==> src/rtl/eco32f_operand_fwd.sv <==
// eco32f_operand_fwd
// ID->EX operand register for the eco32f ALU. Tracks the destination, write
// enable, load and mul flags of the instructions in EX, MEM and WB, bypasses
// in-flight results into the operands, and requests a stall on load-use and
// mul-use hazards.
module eco32f_operand_fwd #(
    parameter int unsigned WIDTH = 32,
    parameter int unsigned AW    = 5
) (
    input  logic             clk,
    input  logic             rst,
    input  logic             id_stall,
    input  logic             ex_stall,
    input  logic             mem_stall,
    input  logic             id_flush,
    input  logic             ex_flush,
    input  logic             mem_flush,
    input  logic [AW-1:0]    id_rf_x_addr,
    input  logic [AW-1:0]    id_rf_y_addr,
    input  logic [WIDTH-1:0] id_rf_x,
    input  logic [WIDTH-1:0] id_rf_y,
    input  logic [AW-1:0]    id_rf_wb_addr,
    input  logic             id_rf_we,
    input  logic             id_op_load,
    input  logic             id_op_mul,
    input  logic [WIDTH-1:0] ex_alu_result,
    input  logic [WIDTH-1:0] mem_result,
    input  logic [WIDTH-1:0] wb_result,
    output logic [WIDTH-1:0] ex_rf_x,
    output logic [WIDTH-1:0] ex_rf_y,
    output logic             fwd_stall
);

    // Per-stage tracking state
    logic [AW-1:0]    ex_rd_q,   ex_rd_d;
    logic             ex_we_q,   ex_we_d;
    logic             ex_load_q, ex_load_d;
    logic             ex_mul_q,  ex_mul_d;
    logic [AW-1:0]    mem_rd_q,   mem_rd_d;
    logic             mem_we_q,   mem_we_d;
    logic             mem_load_q, mem_load_d;
    logic             mem_mul_q,  mem_mul_d;
    logic [AW-1:0]    wb_rd_q, wb_rd_d;
    logic             wb_we_q, wb_we_d;
    logic [WIDTH-1:0] ex_rf_x_q, ex_rf_x_d;
    logic [WIDTH-1:0] ex_rf_y_q, ex_rf_y_d;

    // An instruction being flushed out of its stage this cycle no longer
    // counts as a producer, so it is neither forwarded nor a hazard source.
    logic ex_live, mem_live, wb_live;
    assign ex_live  = ex_we_q  & ~ex_flush;
    assign mem_live = mem_we_q & ~mem_flush;
    assign wb_live  = wb_we_q;

    logic x_nz, y_nz;
    assign x_nz = (id_rf_x_addr != '0);
    assign y_nz = (id_rf_y_addr != '0);

    logic x_ex_hit, x_mem_hit, x_wb_hit;
    logic y_ex_hit, y_mem_hit, y_wb_hit;
    assign x_ex_hit  = ex_live  && (ex_rd_q  == id_rf_x_addr) && x_nz;
    assign x_mem_hit = mem_live && (mem_rd_q == id_rf_x_addr) && x_nz;
    assign x_wb_hit  = wb_live  && (wb_rd_q  == id_rf_x_addr) && x_nz;
    assign y_ex_hit  = ex_live  && (ex_rd_q  == id_rf_y_addr) && y_nz;
    assign y_mem_hit = mem_live && (mem_rd_q == id_rf_y_addr) && y_nz;
    assign y_wb_hit  = wb_live  && (wb_rd_q  == id_rf_y_addr) && y_nz;

    // Loads and muls have no result before WB, so they cannot feed EX/MEM bypass
    logic ex_late, mem_late;
    assign ex_late  = ex_load_q  | ex_mul_q;
    assign mem_late = mem_load_q | mem_mul_q;

    logic [WIDTH-1:0] op_x, op_y;

    // Operand select, youngest producer first, r0 forced to zero
    always_comb begin
        op_x = id_rf_x;
        if (x_ex_hit && !ex_late)        op_x = ex_alu_result;
        else if (x_mem_hit && !mem_late) op_x = mem_result;
        else if (x_wb_hit)               op_x = wb_result;
        else if (!x_nz)                  op_x = '0;

        op_y = id_rf_y;
        if (y_ex_hit && !ex_late)        op_y = ex_alu_result;
        else if (y_mem_hit && !mem_late) op_y = mem_result;
        else if (y_wb_hit)               op_y = wb_result;
        else if (!y_nz)                  op_y = '0;
    end

    // Hazard on raw matches: an older late producer in MEM stalls even if EX also matches
    assign fwd_stall = (x_ex_hit  & ex_late)  | (y_ex_hit  & ex_late) |
                       (x_mem_hit & mem_late) | (y_mem_hit & mem_late);

    // ID->EX advance: capture, bubble, or hold under ex_stall
    always_comb begin
        ex_rd_d   = ex_rd_q;
        ex_we_d   = ex_we_q;
        ex_load_d = ex_load_q;
        ex_mul_d  = ex_mul_q;
        ex_rf_x_d = ex_rf_x_q;
        ex_rf_y_d = ex_rf_y_q;
        if (!ex_stall) begin
            if (id_stall || id_flush) begin
                ex_rd_d   = '0;
                ex_we_d   = 1'b0;
                ex_load_d = 1'b0;
                ex_mul_d  = 1'b0;
            end else begin
                ex_rd_d   = id_rf_wb_addr;
                ex_we_d   = id_rf_we;
                ex_load_d = id_op_load;
                ex_mul_d  = id_op_mul;
                ex_rf_x_d = op_x;
                ex_rf_y_d = op_y;
            end
        end
    end

    // EX->MEM and MEM->WB advance; mem_stall holds both stages
    always_comb begin
        mem_rd_d   = mem_rd_q;
        mem_we_d   = mem_we_q;
        mem_load_d = mem_load_q;
        mem_mul_d  = mem_mul_q;
        wb_rd_d    = wb_rd_q;
        wb_we_d    = wb_we_q;
        if (!mem_stall) begin
            if (ex_stall || ex_flush) begin
                mem_rd_d   = '0;
                mem_we_d   = 1'b0;
                mem_load_d = 1'b0;
                mem_mul_d  = 1'b0;
            end else begin
                mem_rd_d   = ex_rd_q;
                mem_we_d   = ex_we_q;
                mem_load_d = ex_load_q;
                mem_mul_d  = ex_mul_q;
            end
            if (mem_flush) begin
                wb_rd_d = '0;
                wb_we_d = 1'b0;
            end else begin
                wb_rd_d = mem_rd_q;
                wb_we_d = mem_we_q;
            end
        end
    end

    // Pipeline state registers
    always_ff @(posedge clk or negedge rst) begin
        if (!rst) begin
            ex_rd_q    <= '0;
            ex_we_q    <= 1'b0;
            ex_load_q  <= 1'b0;
            ex_mul_q   <= 1'b0;
            mem_rd_q   <= '0;
            mem_we_q   <= 1'b0;
            mem_load_q <= 1'b0;
            mem_mul_q  <= 1'b0;
            wb_rd_q    <= '0;
            wb_we_q    <= 1'b0;
            ex_rf_x_q  <= '0;
            ex_rf_y_q  <= '0;
        end else begin
            ex_rd_q    <= ex_rd_d;
            ex_we_q    <= ex_we_d;
            ex_load_q  <= ex_load_d;
            ex_mul_q   <= ex_mul_d;
            mem_rd_q   <= mem_rd_d;
            mem_we_q   <= mem_we_d;
            mem_load_q <= mem_load_d;
            mem_mul_q  <= mem_mul_d;
            wb_rd_q    <= wb_rd_d;
            wb_we_q    <= wb_we_d;
            ex_rf_x_q  <= ex_rf_x_d;
            ex_rf_y_q  <= ex_rf_y_d;
        end
    end

    assign ex_rf_x = ex_rf_x_q;
    assign ex_rf_y = ex_rf_y_q;

endmodule

==> config.mk <==
export PLATFORM = sky130hd
export DESIGN_NAME = eco32f_operand_fwd
export DESIGN_NICKNAME = d
export VERILOG_FILES = /design/src/rtl/eco32f_operand_fwd.sv
export SDC_FILE = /design/constraint.sdc
export NUM_CORES = 1
export LEC_CHECK = 0
export CORE_MARGIN = 2
export CORE_UTILIZATION = 46
export DETAILED_ROUTE_END_ITERATION = 10
export MAX_ROUTING_LAYER = met4
export PLACE_DENSITY_LB_ADDON = 0.25
export REMOVE_ABC_BUFFERS = 1
export SETUP_SLACK_MARGIN = 0.02
export SYNTH_ARGS = -nofsm -noshare
export SYNTH_HDL_FRONTEND = slang
export SYNTH_SLANG_ARGS = --single-unit
==> constraint.sdc <==
create_clock -name clk -period 4.3 [get_ports clk]
set_input_delay 0.43 -clock clk [delete_from_list [all_inputs] [get_ports clk]]
set_output_delay 0.43 -clock clk [all_outputs]
set_load 0.005 [all_outputs]
-- Word-level counts from Yosys, hierarchy flattened
Cells that the tools add are included.
- $add $sub $neg: 0
- $mul: 0
- div/mod/pow operators: 0
- order comparisons: 0
- equality and inequality tests: 6
- shift operators: 0
- mux-type cells: 18
- bitwise operators: 15
- reduce and logical (&&, ||, !) cells: 23
- operators by type and width (kind ; number):
    $mux 32 ; 8
    $eq 5x5->1 ; 6
    $logic_and 1x1->1 ; 16
    $mux 5 ; 3
    $reduce_bool 5->1 ; 2
    $mux 1 ; 7
    $and 1x1->1 ; 6
    $or 1x1->1 ; 5
    $not 1->1 ; 4
    $logic_not 1->1 ; 2
    $logic_or 1x1->1 ; 2
    $reduce_and 2->1 ; 1
- flip-flop bits (word level): 86
- bits in latches: 0
- RAM bits: 0
- bits in read-only memories: 0
- logic and storage cells: 74
- memories kept: 0

-- Logic depth before layout (Yosys ltp)
Gate-level depths: netlist of run 1.
- depth in word-level cells: 8
- gate-level depth with buffers: 8
- mapped depth without buffers: 5

-- Worst setup path before layout of run 1
OpenSTA, ideal clock, no wires.
- path type: input-to-output
- start point: input id_rf_y_addr[1]
- end point: output fwd_stall
- arrival time: 1.724 ns
- required time: 3.870 ns
- slack: 2.146 ns
- stages on the path: 6
- cells stage by stage: or4_4 o211ai_2 clkbuf_1 nor2_1 nor2_1 o21ai_1
- longest elaborated chain between the ends: 7
- ends and longest elaborated chain (what ; RTL line ; text):
    from (decl) ; 19 ; input logic [AW-1:0] id_rf_y_addr,
    $eq 5x5->1 ; 64 ; assign y_ex_hit = ex_live && (ex_rd_q == id_rf_y_addr) && y_nz;
    $logic_and 1x1->1 (2 in series) ; 64 ;
    $and 1x1->1 ; 91 ; assign fwd_stall = (x_ex_hit & ex_late) | (y_ex_hit & ex_late) |
    $or 1x1->1 (2 in series) ; 91 ;
    $or 1x1->1 * ; 92 ; (x_mem_hit & mem_late) | (y_mem_hit & mem_late);
    to (decl) ; 31 ; output logic fwd_stall
Mark *: on every way between the ends. The rest lies on a longest branch, timed or not.

-- Worst setup path after layout of run 1
Same ends and word-level chain as after synthesis.

==> results of run 1 <==
## routing by layer
metal / vias to the layer above / wire [microns] / GRT usage
met2: 423 / 10800 / 0.539
met4: 0 / 755 / 0.131
met5: - / 0 / -
met3: 61 / 2290 / 0.0696
li1: 2808 / - / -
met1: 3016 / 8580 / 0.406
## worst reg2reg max path: cells and delay by family, from the launching register on
kind | cells | cell delay [ns]
compound gates | 2 | 0.43
buf+inv | 1 | 0.39
flops | 1 | 0.43
simple gates | 2 | 1.37
xor+xnor | 1 | 0.18
## cell type report
cell class | instances | area share
clock inverter | 1 | 0.000585
antenna | 1 | 0.000292
multi-input combinational | 480 | 0.387
tap | 168 | 0.0246
clock buffer | 15 | 0.0301
timing repair buffer | 264 | 0.306
sequential | 86 | 0.251
## report_power, final
group | internal, mW | switching, mW
combinational | 0.462 | 0.310
sequential | 0.916 | 0.0653
clock | 0.409 | 0.316
total | 1.79 | 0.691
## path summary, 6_finish.rpt
check                                 from     endpoint  slack [ns]  cells after the start
max in group asynchronous              rst     mem_we_q        3.24                      1
setup / recovery           id_rf_y_addr[1]    fwd_stall        1.11                      7
setup reg to reg                wb_rd_q[3]  ex_rf_x[23]        1.40                      6
hold reg to reg                ex_rf_y[11]  ex_rf_y[11]        0.49                      2
hold / removal                         rst   ex_rf_y[6]        0.31                      1
min in group clk               ex_rf_y[11]  ex_rf_y[11]        0.49                      2
## stage by stage
stage	worst slack, ns	cell area, sq um	setup TNS (ns)	total power [mW]
5_1_grt	1.05	8550	0	2.59
4_1_cts	1.14	8550	0	2.48
6_report	1.11	8560	0	2.48
3_5_place_dp	0.927	8290	0	1.76
2_1_floorplan	-3.45	5420	-204.62	1.26
3_3_place_gp	1.06	8290	0	1.74
## registers in the layout (all words and copies together) (netlist names)
name and count:
ex_we_q 1, ex_rf_y 32, ex_rd_q 5, mem_mul_q 1
ex_load_q 1, mem_load_q 1, ex_rf_x 32, wb_rd_q 5
mem_we_q 1, wb_live 1, ex_mul_q 1, mem_rd_q 5
## cells by family (layout without fill, tap and decap cells)
logic type,after synthesis,after routing,share of synthesized area
AO/OA/AOI/OAI,222,222,0.304
flip-flops,86,86,0.375
buffers and inverters,66,280,0.0541
XOR/XNOR,30,30,0.0458
multiplexers,31,31,0.0541
AND/OR/NAND/NOR,197,197,0.167
other,0,1,0
## placed cells by master (no fill, tap or decap), drive strengths merged, types with 2 or more instances in the layout
cell,n
a221oi,32
a22o,9
a31oi,62
and2,35
and3b,2
and4,2
buf,15
clkbuf,15
clkdlybuf4s50,249
dfrtp,86
mux2i,31
nand2,54
nand2b,7
nand3,2
nand4,4
nand4b,2
nor2,74
nor3,3
nor4,2
o211ai,2
o21ai,14
o22ai,32
o31ai,63
or3,2
or4,3
xnor2,20
xor2,10
==> results_dict.tcl, run 1 <==
set metrics [dict create \
    cp.arrival_ns 2.76 \
    antenna_found_initial 0 \
    cpPeakStageDelay_ns 0.62 \
    die_w_microns 116 \
    async_flop_share 1.00 \
    num_rows 40 \
    overflow 0 \
    ys_ff_latch 86 \
    fillers 973 \
    postRouteAntennaNets 0 \
    cpLargestDelayFamily "buffers and inverters" \
    drt-pass1-iter-count 5 \
    dr_total_vias 6308 \
    syn_avg_cell_area_sq_um 9.07 \
    dp.cells 998 \
    synth_most_common_cell "dfrtp_1" \
    numCtsBuffers 9 \
    hp-class "in2async" \
    grt_pass1_vias 6242 \
    synth_top_area_share 0.375 \
    register_area_sq_um 2150 \
    syn_inst 632 \
    synth_cell_types 46 \
    slew_headroom 0.229 \
    ir_drop_uv 202 \
    start_util 0.473 \
    final_max_slew_viol_count 0 \
    clk_pin_slew_ns 0.06 \
    drive_above_1_share 0.0851 \
    clock_path_buffers 2 \
    dpl.hpwl_microns 15400 \
    io_buffers 250 \
    final_core_util 0.707 \
    gp_congestion 0.982 \
    max-cap-violations 0 \
    ys.flop_type "dfrtp_1" \
    crit_chain "clkdlybuf4s50_1 > or4_4 > o211ai_4 > nor2_1 > nor2_1 > o21ai_1 > clkdlybuf4s50_1" \
    cts-root-buf "clkbuf_16" \
    yosys_warnings 0 \
    stdcell_count 1015 \
    finalCritPeriodShare 0.742 \
    cp-end-kind "primary output" \
    syn_to_final_growth_pct 49.3 \
    synth_edf_count 0 \
    drcViolationCount 0 \
    htreeDepth 3 \
    netlist_area_sq_um 5730 \
    cp-start-kind "primary input" \
    fin_crit_ns 3.19 \
    worst_ep_required_time_ns 3.87 \
    track_usage 0.332 \
    synthTopCellsByArea "dfrtp_1, a31oi_1, o31ai_2" \
    synth_top_area_cell "dfrtp_1" \
    cts_resized 0 \
    synthTopCellsByCount "dfrtp_1, nor2_1, a31oi_1" \
    cts-hold-fix-buffers 0 \
    hold_viol 0 \
    leakage_nw 3.23 \
    grt_pass1_wl_microns 33200 \
    path_buf_inv 2 \
    wl_per_cell_microns 22.0 \
    layout.nets 1027 \
    rsz0062_at_grt "no" \
    worst_clock_skew_ns 0.0115 \
    post_cts_buffers 0 \
    yosysSeqAreaShare 0.375 \
    core_sq_um 12100 \
    pin_count 251 \
    powerDensity_nw_per_um2 290 \
    whs_ns 0.307 \
    grt_max_degree 87 \
    max_freq_ghz 0.314 \
    drt-vias-per-instance 6.21 \
    insertion_delay_ns 0.33 \
    fp.dieH_microns 116 \
    tightest_slew_ns 1.16 \
    slowest_stage "or4_4" \
    die_area_sq_um 13400 \
    clkSinkCount 86 \
    status "completed" \
    drt_iter0_markers 625 \
    cp_max_fo 14 \
    setup_viol 0 \
    wirelength_microns 22400 \
    worst-setup-path-type "in2out" \
    cts_tree "built" \
    multi_input_area_sq_um 3310 \
]
Power figures use the tool's default switching activity.
==> run 2: changes to the inputs <==
--- a/config.mk
+++ b/config.mk
@@ -6,7 +6,7 @@
 export NUM_CORES = 1
 export LEC_CHECK = 0
 export CORE_MARGIN = 2
-export CORE_UTILIZATION = 46
+export CORE_UTILIZATION = 43
 export DETAILED_ROUTE_END_ITERATION = 10
 export MAX_ROUTING_LAYER = met4
 export PLACE_DENSITY_LB_ADDON = 0.25
==> constraint.sdc (replaced) <==
create_clock -name clk -period 3.02 [get_ports clk]
set_input_delay 0.302 -clock clk [delete_from_list [all_inputs] [get_ports clk]]
set_output_delay 0.302 -clock clk [all_outputs]
set_load 0.005 [all_outputs]
==> run 2 against run 1 <==
Sequential share of layout area shrank 0.74 points. First-iteration DRC count grew 24%. Die area grew 6.7%. Non-clock buffer count grew 28. Worst hold slack lost 0.27 ns. Power grew 44%. Sequential power grew 43%. Count of clock-buffer cells in the layout is the same.
==> results_dict.tcl, run 2 (synthesis gave the netlist of run 1 again) <==
set metrics [dict create \
    status "completed" \
    track_usage 0.327 \
    tightest_slew_ns 0.883 \
    mostFrequentLayoutCell "clkdlybuf4s50_1" \
    layout.nets 1055 \
    die_area_sq_um 14300 \
    endpoint "fwd_stall" \
    multi_input_area_sq_um 3320 \
    drt-pass1-iter-count 6 \
    grt_pass1_wl_microns 35300 \
    rsz0062_at_grt "no" \
    num_rows 42 \
    final_max_slew_viol_count 0 \
    htreeDepth 3 \
    io_buffers 250 \
    antenna_cells 0 \
    slew_headroom 0.411 \
    max-cap-violations 0 \
    final_cell_mix "clkdlybuf4s50_1, dfrtp_1, nor2_1" \
    hold_viol 0 \
    worst_ep_required_time_ns 2.72 \
    grt_max_degree 73 \
    dr_total_vias 6394 \
    register_area_sq_um 2150 \
    wl_per_cell_microns 21.7 \
    leakage_nw 3.38 \
    hp-class "in2async" \
    pin_count 251 \
    r2r-end "ex_rf_y[21]" \
    drt_iter0_markers 775 \
    ff2ff_setup_slack_ns 0.55 \
    cts_tree "built" \
    antenna_found_initial 0 \
    dp_slack_ns 0.180 \
    cts-root-buf "clkbuf_16" \
    clock_path_buffers 2 \
    reg2reg_depth 6 \
    setup.worst_path.start "id_rf_y_addr[1]" \
    insertion_delay_ns 0.35 \
    cts-hold-fix-buffers 0 \
    cts_resized 0 \
    clkSinkCount 86 \
    numCtsBuffers 9 \
    max_freq_ghz 0.357 \
    final_cell_area_sq_um 8820 \
    cp.arrival_ns 2.50 \
    finalPower_mw 3.56 \
    drive_above_1_share 0.114 \
    worst_clock_skew_ns 0.00681 \
    core_sq_um 13100 \
    postRouteAntennaNets 0 \
    start_util 0.436 \
    fillers 1035 \
    powerDensity_nw_per_um2 404 \
    setup_viol 0 \
    die_w_microns 119 \
    dpl.hpwl_microns 16200 \
    whs_ns 0.0350 \
    cp-start-kind "primary input" \
    drt-vias-per-instance 6.09 \
    setup_ws_ns 0.222 \
    worst-setup-path-type "in2out" \
    drcViolationCount 0 \
    ir_drop_uv 250 \
    overflow 0 \
    gp_congestion 0.938 \
    postPlaceCellArea_sq_um 8550 \
    fp.dieH_microns 119 \
    grt_pass1_vias 6521 \
    syn_to_final_growth_pct 53.8 \
    post_cts_buffers 0 \
    cp_max_fo 6 \
    wirelength_microns 22800 \
    clk_pin_slew_ns 0.06 \
    finalCritPeriodShare 0.926 \
    cp-end-kind "primary output" \
    fin_crit_ns 2.80 \
    r2r_start "mem_mul_q" \
]
-- run 2: cell count changes in the layout (fill, tap and decap cells not counted) --
cell	change
nor2_2	-1
buf_4	+25
buf_12	+3
diode_2	-1
nor2_4	+1
-- run 2: worst min-delay path by stage --
stage          start     endpoint  cells past startpoint
2_1_floorplan    rst    ex_load_q                      0
3_3_place_gp     rst  ex_rf_x[30]                      1
3_5_place_dp     rst  ex_rf_x[30]                      1
4_1_cts          rst  ex_rf_x[30]                      1
5_1_grt          rst  ex_rf_x[30]                      1
6_report         rst  ex_rf_x[30]                      1
-- run 2: worst max-delay path, stage by stage --
cell,delay [ns]
clkdlybuf4s50_1,0.52
or4_4,0.63
nor2_2,0.23
nor3_1,0.11
o22ai_1,0.12
o21ai_1,0.11
clkdlybuf4s50_1,0.48
-- run 2: stage by stage --
stage / std cells / TNS [ns] / util
5_1_grt: 1050 / 0 / 0.671
3_3_place_gp: 1034 / 0 / 0.651
2_1_floorplan: 566 / -287.57 / -
4_1_cts: 1050 / 0 / 0.671
3_5_place_dp: 1034 / 0 / 0.651
6_report: 1050 / 0 / 0.671
-- run 2: per-layer routing --
layer,wire (microns),vias up,track usage
met1,9030,3051,0.397
met2,10900,387,0.527
met3,1830,84,0.0522
met5,0,-,-
li1,-,2872,-
met4,1070,0,0.171
-- run 2: cell type report --
type / count / share of cell area
multi-input cells: 480 / 0.376
clock buffers: 15 / 0.0292
clock inverters: 1 / 0.000568
well taps: 176 / 0.0250
flip-flops and latches: 86 / 0.244
repair buffers: 292 / 0.325
-- run 2: power breakdown --
group	internal, mW	leakage, nW	switching (mW)
Combinational	0.675	2.18	0.442
Clock	0.582	0.128	0.462
Sequential	1.30	1.07	0.0966
Total	2.56	3.38	1.00
